--- config.mk ---
export PLATFORM = sky130hd
export DESIGN_NAME = countdown_timer
export DESIGN_NICKNAME = d
export VERILOG_FILES = /design/src/rtl/blackjack_timer_pkg.sv /design/src/rtl/countdown_timer_prescaler.sv /design/src/rtl/countdown_timer.sv
export SDC_FILE = /design/constraint.sdc
export NUM_CORES = 1
export LEC_CHECK = 0
export CAP_MARGIN = 10
export CORE_ASPECT_RATIO = 2
export CORE_MARGIN = 1
export CORE_UTILIZATION = 38
export CTS_CLUSTER_DIAMETER = 150
export DETAILED_ROUTE_END_ITERATION = 10
export SYNTH_ARGS = -nofsm -noshare
export SYNTH_HDL_FRONTEND = slang
export SYNTH_SLANG_ARGS = --single-unit
--- constraint.sdc ---
create_clock -name clk -period 5.9 [get_ports clk]
set_input_delay 1.18 -clock clk [delete_from_list [all_inputs] [get_ports clk]]
set_output_delay 1.18 -clock clk [all_outputs]
set_load 0.02 [all_outputs]
--- src/rtl/blackjack_timer_pkg.sv ---
// Shared types for the game-phase countdown timer.
package blackjack_timer_pkg;

    typedef enum logic [1:0] {
        IDLE = 2'd0,
        RUN  = 2'd1,
        DONE = 2'd2
    } timer_state_t;

    localparam int SIM_PRESCALE = 4;

endpackage

--- src/rtl/countdown_timer_prescaler.sv ---
// Tick generator: one tick every PRESCALE enabled cycles.
module tick_prescaler #(
    parameter int PRESCALE = 50000,
    parameter int PRE_W    = $clog2(PRESCALE)
) (
    input  logic clk,
    input  logic reset,
    input  logic clear,
    input  logic enable,
    output logic tick
);

    localparam logic [PRE_W-1:0] LAST = PRE_W'(PRESCALE - 1);

    logic [PRE_W-1:0] cnt_q;
    logic [PRE_W-1:0] cnt_d;

    always_comb begin
        cnt_d = cnt_q;
        tick  = 1'b0;
        if (clear) begin
            cnt_d = '0;
        end else if (enable) begin
            if (cnt_q == LAST) begin
                cnt_d = '0;
                tick  = 1'b1;
            end else begin
                cnt_d = cnt_q + 1'b1;
            end
        end
    end

    always_ff @(posedge clk or negedge reset) begin
        if (!reset) begin
            cnt_q <= '0;
        end else begin
            cnt_q <= cnt_d;
        end
    end

endmodule

--- src/rtl/countdown_timer.sv ---
// Loadable prescaled down-counter with one-cycle done pulse.
// Optional AUTO_RELOAD_EN: periodic reload from the last accepted start.
module countdown_timer
    import blackjack_timer_pkg::*;
#(
    parameter int WIDTH    = 16,
    parameter int PRESCALE = 50000
) (
    input  logic             clk,
    input  logic             reset,
    input  logic             start,
    input  logic [WIDTH-1:0] load_value,
    input  logic             pause,
    input  logic             abort,
    output logic [WIDTH-1:0] value,
    output logic             busy,
    output logic             done
);

    localparam int PRE_W = $clog2(PRESCALE);

    timer_state_t     state_q;
    timer_state_t     state_d;
    logic [WIDTH-1:0] value_q;
    logic [WIDTH-1:0] value_d;
    logic             done_q;
    logic             done_d;
    logic             clear;
    logic             enable;
    logic             tick;

`ifdef AUTO_RELOAD_EN
    logic [WIDTH-1:0] reload_q;
    logic [WIDTH-1:0] reload_d;
`endif

    assign enable = (state_q == RUN) && !pause;

    tick_prescaler #(
        .PRESCALE (PRESCALE),
        .PRE_W    (PRE_W)
    ) u_prescaler (
        .clk    (clk),
        .reset  (reset),
        .clear  (clear),
        .enable (enable),
        .tick   (tick)
    );

    always_comb begin
        state_d = state_q;
        value_d = value_q;
        done_d  = 1'b0;
        clear   = 1'b0;
`ifdef AUTO_RELOAD_EN
        reload_d = reload_q;
`endif
        if (abort) begin
            state_d = IDLE;
            clear   = 1'b1;
        end else if (start) begin
            clear   = 1'b1;
            value_d = load_value;
`ifdef AUTO_RELOAD_EN
            reload_d = load_value;
`endif
            if (load_value == '0) begin
                state_d = DONE;
                done_d  = 1'b1;
            end else begin
                state_d = RUN;
            end
        end else if (state_q == RUN) begin
            // zero is checked before decrementing so value never wraps
            if (tick) begin
                if (value_q <= WIDTH'(1)) begin
                    done_d = 1'b1;
`ifdef AUTO_RELOAD_EN
                    value_d = reload_q;
`else
                    value_d = '0;
                    state_d = DONE;
`endif
                end else begin
                    value_d = value_q - 1'b1;
                end
            end
        end else if (state_q == DONE) begin
            state_d = IDLE;
        end
    end

    always_ff @(posedge clk or negedge reset) begin
        if (!reset) begin
            state_q <= IDLE;
            value_q <= '0;
            done_q  <= 1'b0;
        end else begin
            state_q <= state_d;
            value_q <= value_d;
            done_q  <= done_d;
        end
    end

`ifdef AUTO_RELOAD_EN
    always_ff @(posedge clk or negedge reset) begin
        if (!reset) begin
            reload_q <= '0;
        end else begin
            reload_q <= reload_d;
        end
    end
`endif

    assign value = value_q;
    assign busy  = (state_q == RUN);
    assign done  = done_q;

endmodule
======== Word-level counts from Yosys, hierarchy flattened ========
Cells that the tools add are included.
word-level totals
  register bits after elaboration ......... 35
  input bits .............................. 21
  output and inout port bits .............. 18
  word-level logic and storage cells ...... 47
operators by class
  $add $sub $neg .......................... 2
  $lt $le $gt $ge ......................... 1
  equal/unequal tests ..................... 5
  mux-type cells .......................... 25
  bitwise gates (word level) .............. 1
  reduce and logical (&&, ||, !) cells .... 9
operator list
  operator                                                                            number
  16-bit 2-to-1 mux                                                                   7
  16-bit by 1-bit adder with 16-bit output (second input constant)                    1
  16-bit == test (second input constant)                                              1
  16-bit by 1-bit less-or-equal comparator with 1-bit output (second input constant)  1
  16-bit zero test                                                                    1
  16-bit by 1-bit subtractor with 16-bit output (second input constant)               1
  2-bit 2-to-1 mux                                                                    7
  1-bit 2-to-1 mux                                                                    11
  4-bit by 3-bit != test with 1-bit output (second input constant)                    2
  3-bit AND reduction                                                                 2
  2-bit nonzero test                                                                  3
  4-bit nonzero test                                                                  1
  2-bit by 1-bit == test with 1-bit output (second input constant)                    1
  2-bit == test (second input constant)                                               1
  1-bit logical AND                                                                   1
  1-bit zero test                                                                     1
  1-bit NOT                                                                           1

======== Longest topological paths before layout ========
  word-level depth ........................ 8
  mapped depth ............................ 8
  depth with buffers taken out ............ 7

======== Cells and area by module ========
A second synthesis with hierarchy kept.
second synthesis, totals
  cell total of the unflattened synthesis .. 265
  area total of the unflattened synthesis .. 2341.0 um2
modules (own cells, without submodules)
  module           instances  cells each  area an instance (um2)  sequential area each (um2)
  countdown_timer  1          171         1456.4                  475.5
  tick_prescaler   1          94          884.6                   400.4

======== Worst setup path after synthesis ========
OpenSTA, ideal clock, no wires.
  path kind ............................... in2reg
  start ................................... input port start
  end ..................................... register state_q[0]
  library setup time ...................... 125 ps
  arrival ................................. 2408 ps
  data required time ...................... 5775 ps
  setup slack ............................. 3367 ps
  cell stages on the path ................. 6
  buffers on the path ..................... 1
  cell sequence ........................... clkbuf_1 or4b_2 nor3_1 nand4_1 nand2_1 nand2_1
on the way
  cells in the longest elaborated chain, start to end .. 5
  elaborated cells on any way between the ends .. 9
  those cells by class .................... eq/ne (2); mux (5); reduce/logical (2)
ends and longest elaborated chain
  item                                                       RTL line                         RTL
  start: declaration                                         countdown_timer.sv:11            input logic start,
  1-bit 2-to-1 mux                                           countdown_timer.sv:61            end else if (start) begin
  1-bit 2-to-1 mux                                           countdown_timer.sv:58            if (abort) begin
  1-bit 2-to-1 mux                                           countdown_timer_prescaler.sv:21  if (clear) begin
  4-bit by 3-bit != test with 1-bit output (no source line)  --
  3-bit AND reduction (no source line)                       --
  end signal: assignment                                     countdown_timer.sv:99            state_q <= state_d;
  end: declaration                                           countdown_timer.sv:22            timer_state_t state_q;
Several ways; a longest one is shown, not always the timed one.
A chain may end at the register's enable or synchronous reset.

======== Final worst setup path ========
  start ................................... input port start
  end ..................................... register value_q[6], in the netlist value[6]
on the way
  cells in the longest elaborated chain, start to end .. 5
  elaborated cells on any way between the ends .. 7
  those cells by class .................... mux (4); reduce/logical (3)
ends and longest elaborated chain
  item                                  RTL line                         RTL
  1-bit 2-to-1 mux                      countdown_timer.sv:61
  1-bit 2-to-1 mux                      countdown_timer.sv:58
  1-bit 2-to-1 mux                      countdown_timer_prescaler.sv:21
  2-bit nonzero test (no source line)   --
  3-bit AND reduction (no source line)  --
  end signal: assignment                countdown_timer.sv:100           value_q <= value_d;
  end: declaration                      countdown_timer.sv:24            logic [WIDTH-1:0] value_q;
Several ways; a longest one is shown, not always the timed one.

==> metrics.csv <==
metric;value;unit
Logic pwr share;0.249;
DRT iter0 DRCs;75;
DIE WIDTH;55.68;µm
CP Max Fanout;27;
power share of the clock group;0.305;
vias post-DR;2094;
vias in the first global route;2140;
later-pin clock latency in the skew report;0.29;ns
total negative slack;0;ns
Placeable Area;5468;µm²
Net Sw Frac;0.3256;
# diodes;0;
worst clock skew;0.01236;ns
R2R cell count;5;
Flop pwr share;0.446;
Top-Level Pins;39;
cts bufs inserted;5;
status;completed;
most common cell in the synthesized netlist;dfrtp_1;
Worst-path clk slew;0.08;ns
Netlist cell types;51;
hold path cells;1;
top cell type's share of synthesized area;0.4000;
Critical R2R Capture;value[2];
cell area after synthesis;2190;µm²
Final Max Slew Viols;0;
layout cells sized above 1;0.08304;
MaxCap Viol Count;0;
Seq/Total Area, Yosys;0.4000;
r2r setup slk;3.23;ns
area post-placement;2600;µm²
Overall Global Routing Usage;0.2200;
Post-Syn Instances;251;
final std cell area, no fill;2705;µm²
CTS H-Tree Depth;2;
DRC viols;0;
row cnt;38;
worst slew margin relative to its limit;0.2862;
top cells by area, synth;dfrtp_1 40%, nand2_1 5.0%, nor2_1 3.8%;
Ys Warns;0;
Hold Startpoint;u_prescaler.cnt_q[0];
Hold Fails Final Rpt;0;
Worst Slack Setup Final;2.331;ns
worst-margin pin slew;1.071;ns
CP arrival;3.73;ns
Clock Sinks;35;
Pre-antenna DRT Iters;4;
FFs w/ async S/R, synth;1.000;
Peak VDD IR;0.1558;mV
RR Startpoint;value[12];
die height;109.4;µm
Area Growth Syn to Fin;23.54;%
via/cell ratio;6.000;
routed length per instance;18.04;µm
clock root buffer;clkbuf_8;
FMAX;280.2;MHz
CTS tree;done;
Worst Hold Class;register to register;
Switching Power;212.0;µW
grt ovf;0;
largest net degree at the start of global routing;36;
Fillers;535;
unrepaired setup endpoints after global routing;false;
Final HPWL DP;4793;µm
area of the multi-input gates;1221;µm²
Final GP Congestion;0.8740;
initial antenna violation count;0;
Final min period;3.569;ns
FF+latch count, synth;35;
final WL;6297;µm
required time worst endpoint;6.06;ns
PD cells;240.7;nW/µm²
Initial Util;0.4005;
Hold-fix buffers, CTS;0;
port buffer count;38;
main flop type after synthesis;dfrtp_1;
Post-synth top cells;35 x dfrtp_1, 29 x nand2_1, 22 x nor2_1;
count of final setup violators;0;
first-pass GRT wire length;10310;µm
Clock Path Buffers;2;
register area;875.8;µm²
hold worst-path end;u_prescaler.cnt_q[0];
Final #Nets;313;
full die area;6088;µm²
P_int;439.1;µW
DRT antenna net count;0;
setup bufs post-CTS;0;
Power Total;651.1;µW
cell taking the most area after synthesis;dfrtp_1;
leak pwr;0.001040;µW
pre-CTS setup slack;2.044;ns
number of synthesized flops with an enable pin;0;
CP Launch Type;input pin;
CP Capture Type;register;
Setup CP Type;input pin to register;
Syn Area/Cell;8.724;µm²
post_cts resized;0;
net count after synthesis;276;
Final period util;0.6049;
power groups by stage:
stage | clock network [µW] | logic [µW] | registers (µW)
2_1_floorplan | 0 | 64.8 | 309
3_3_place_gp | 0 | 161 | 295
3_5_place_dp | 0 | 162 | 295
4_1_cts | 204 | 163 | 291
5_1_grt | 211 | 175 | 295
6_report | 199 | 162 | 291
per-stage QoR:
stage,util,hold WS [ns],cells
4_1_cts,0.4938,0.5317,348
2_1_floorplan,-,0.4657,251
3_3_place_gp,0.4755,0.4968,340
3_5_place_dp,0.4755,0.5194,340
6_report,0.4947,0.5323,349
5_1_grt,0.4947,0.5624,349
cell usage in the layout, fill, tap and decap left out, types with 3 or more instances in the layout:
master           instances
ha_1                     4
nor3_1                  12
a21o_1                   5
a211oi_1                 5
o22ai_1                  5
o21ai_0                  9
nor4_1                   8
clkdlybuf4s50_1         37
nand2b_1                 3
nand4_1                  4
nand2_1                 29
xor2_1                   7
inv_1                   14
nor2_1                  22
clkbuf_8                 7
a32oi_1                  4
o221ai_1                 4
nand3_1                 14
a21oi_1                 15
or3_1                    4
dfrtp_1                 35
flip-flops by register name (all words and copies together), names as in the netlist:
| signal | cells |
|---|---|
| done | 1 |
| value | 16 |
| u_prescaler.cnt_q | 16 |
| state_q | 2 |
how the worst max path moves through the flow:
| stage | start | end | slack [ns] | depth (start not counted) |
|---|---|---|---|---|
| floorplan | start | state_q[0] | 3.37 | 6 |
| global placement | start | value[10] | 2.08 | 5 |
| detailed placement | start | value[6] | 2.04 | 5 |
| CTS | start | value[6] | 2.37 | 5 |
| global route | start | value[10] | 2.18 | 5 |
| finish | start | value[6] | 2.33 | 5 |
final cells by class:
type | instances | area share
Multi-Input combinational cell | 193 | 0.4514
Sequential cell | 35 | 0.3238
Timing Repair Buffer | 39 | 0.1406
Clock buffer | 8 | 0.03700
Tap cell | 60 | 0.02775
Inverter | 14 | 0.01943
critical path, cell delays in order:
cell             delay [ns]
clkdlybuf4s50_1        0.80
nor2b_1                0.43
a21oi_2                0.82
nand2b_4               0.35
o221ai_1               0.14
per-layer routing:
metal / share of wire / wire [µm] / global-route usage
met2: 0.55 / 3485 / 0.4277
met4: 0.057 / 361 / 0.1536
met3: 0.031 / 194 / 0.02824
met1: 0.36 / 2256 / 0.2075
met5: 0 / 0 / 0
logic make-up (layout without fill, tap and decap cells):
family	count (synthesis)	count (layout)	share of synthesized area
fa+ha+maj	4	4	0.02286
flops	35	35	0.4000
compound gates	66	66	0.2091
xor+xnor	8	8	0.03200
buf+inv	23	61	0.04400
simple gates	115	115	0.2920
(Power assumes the default switching activity.)
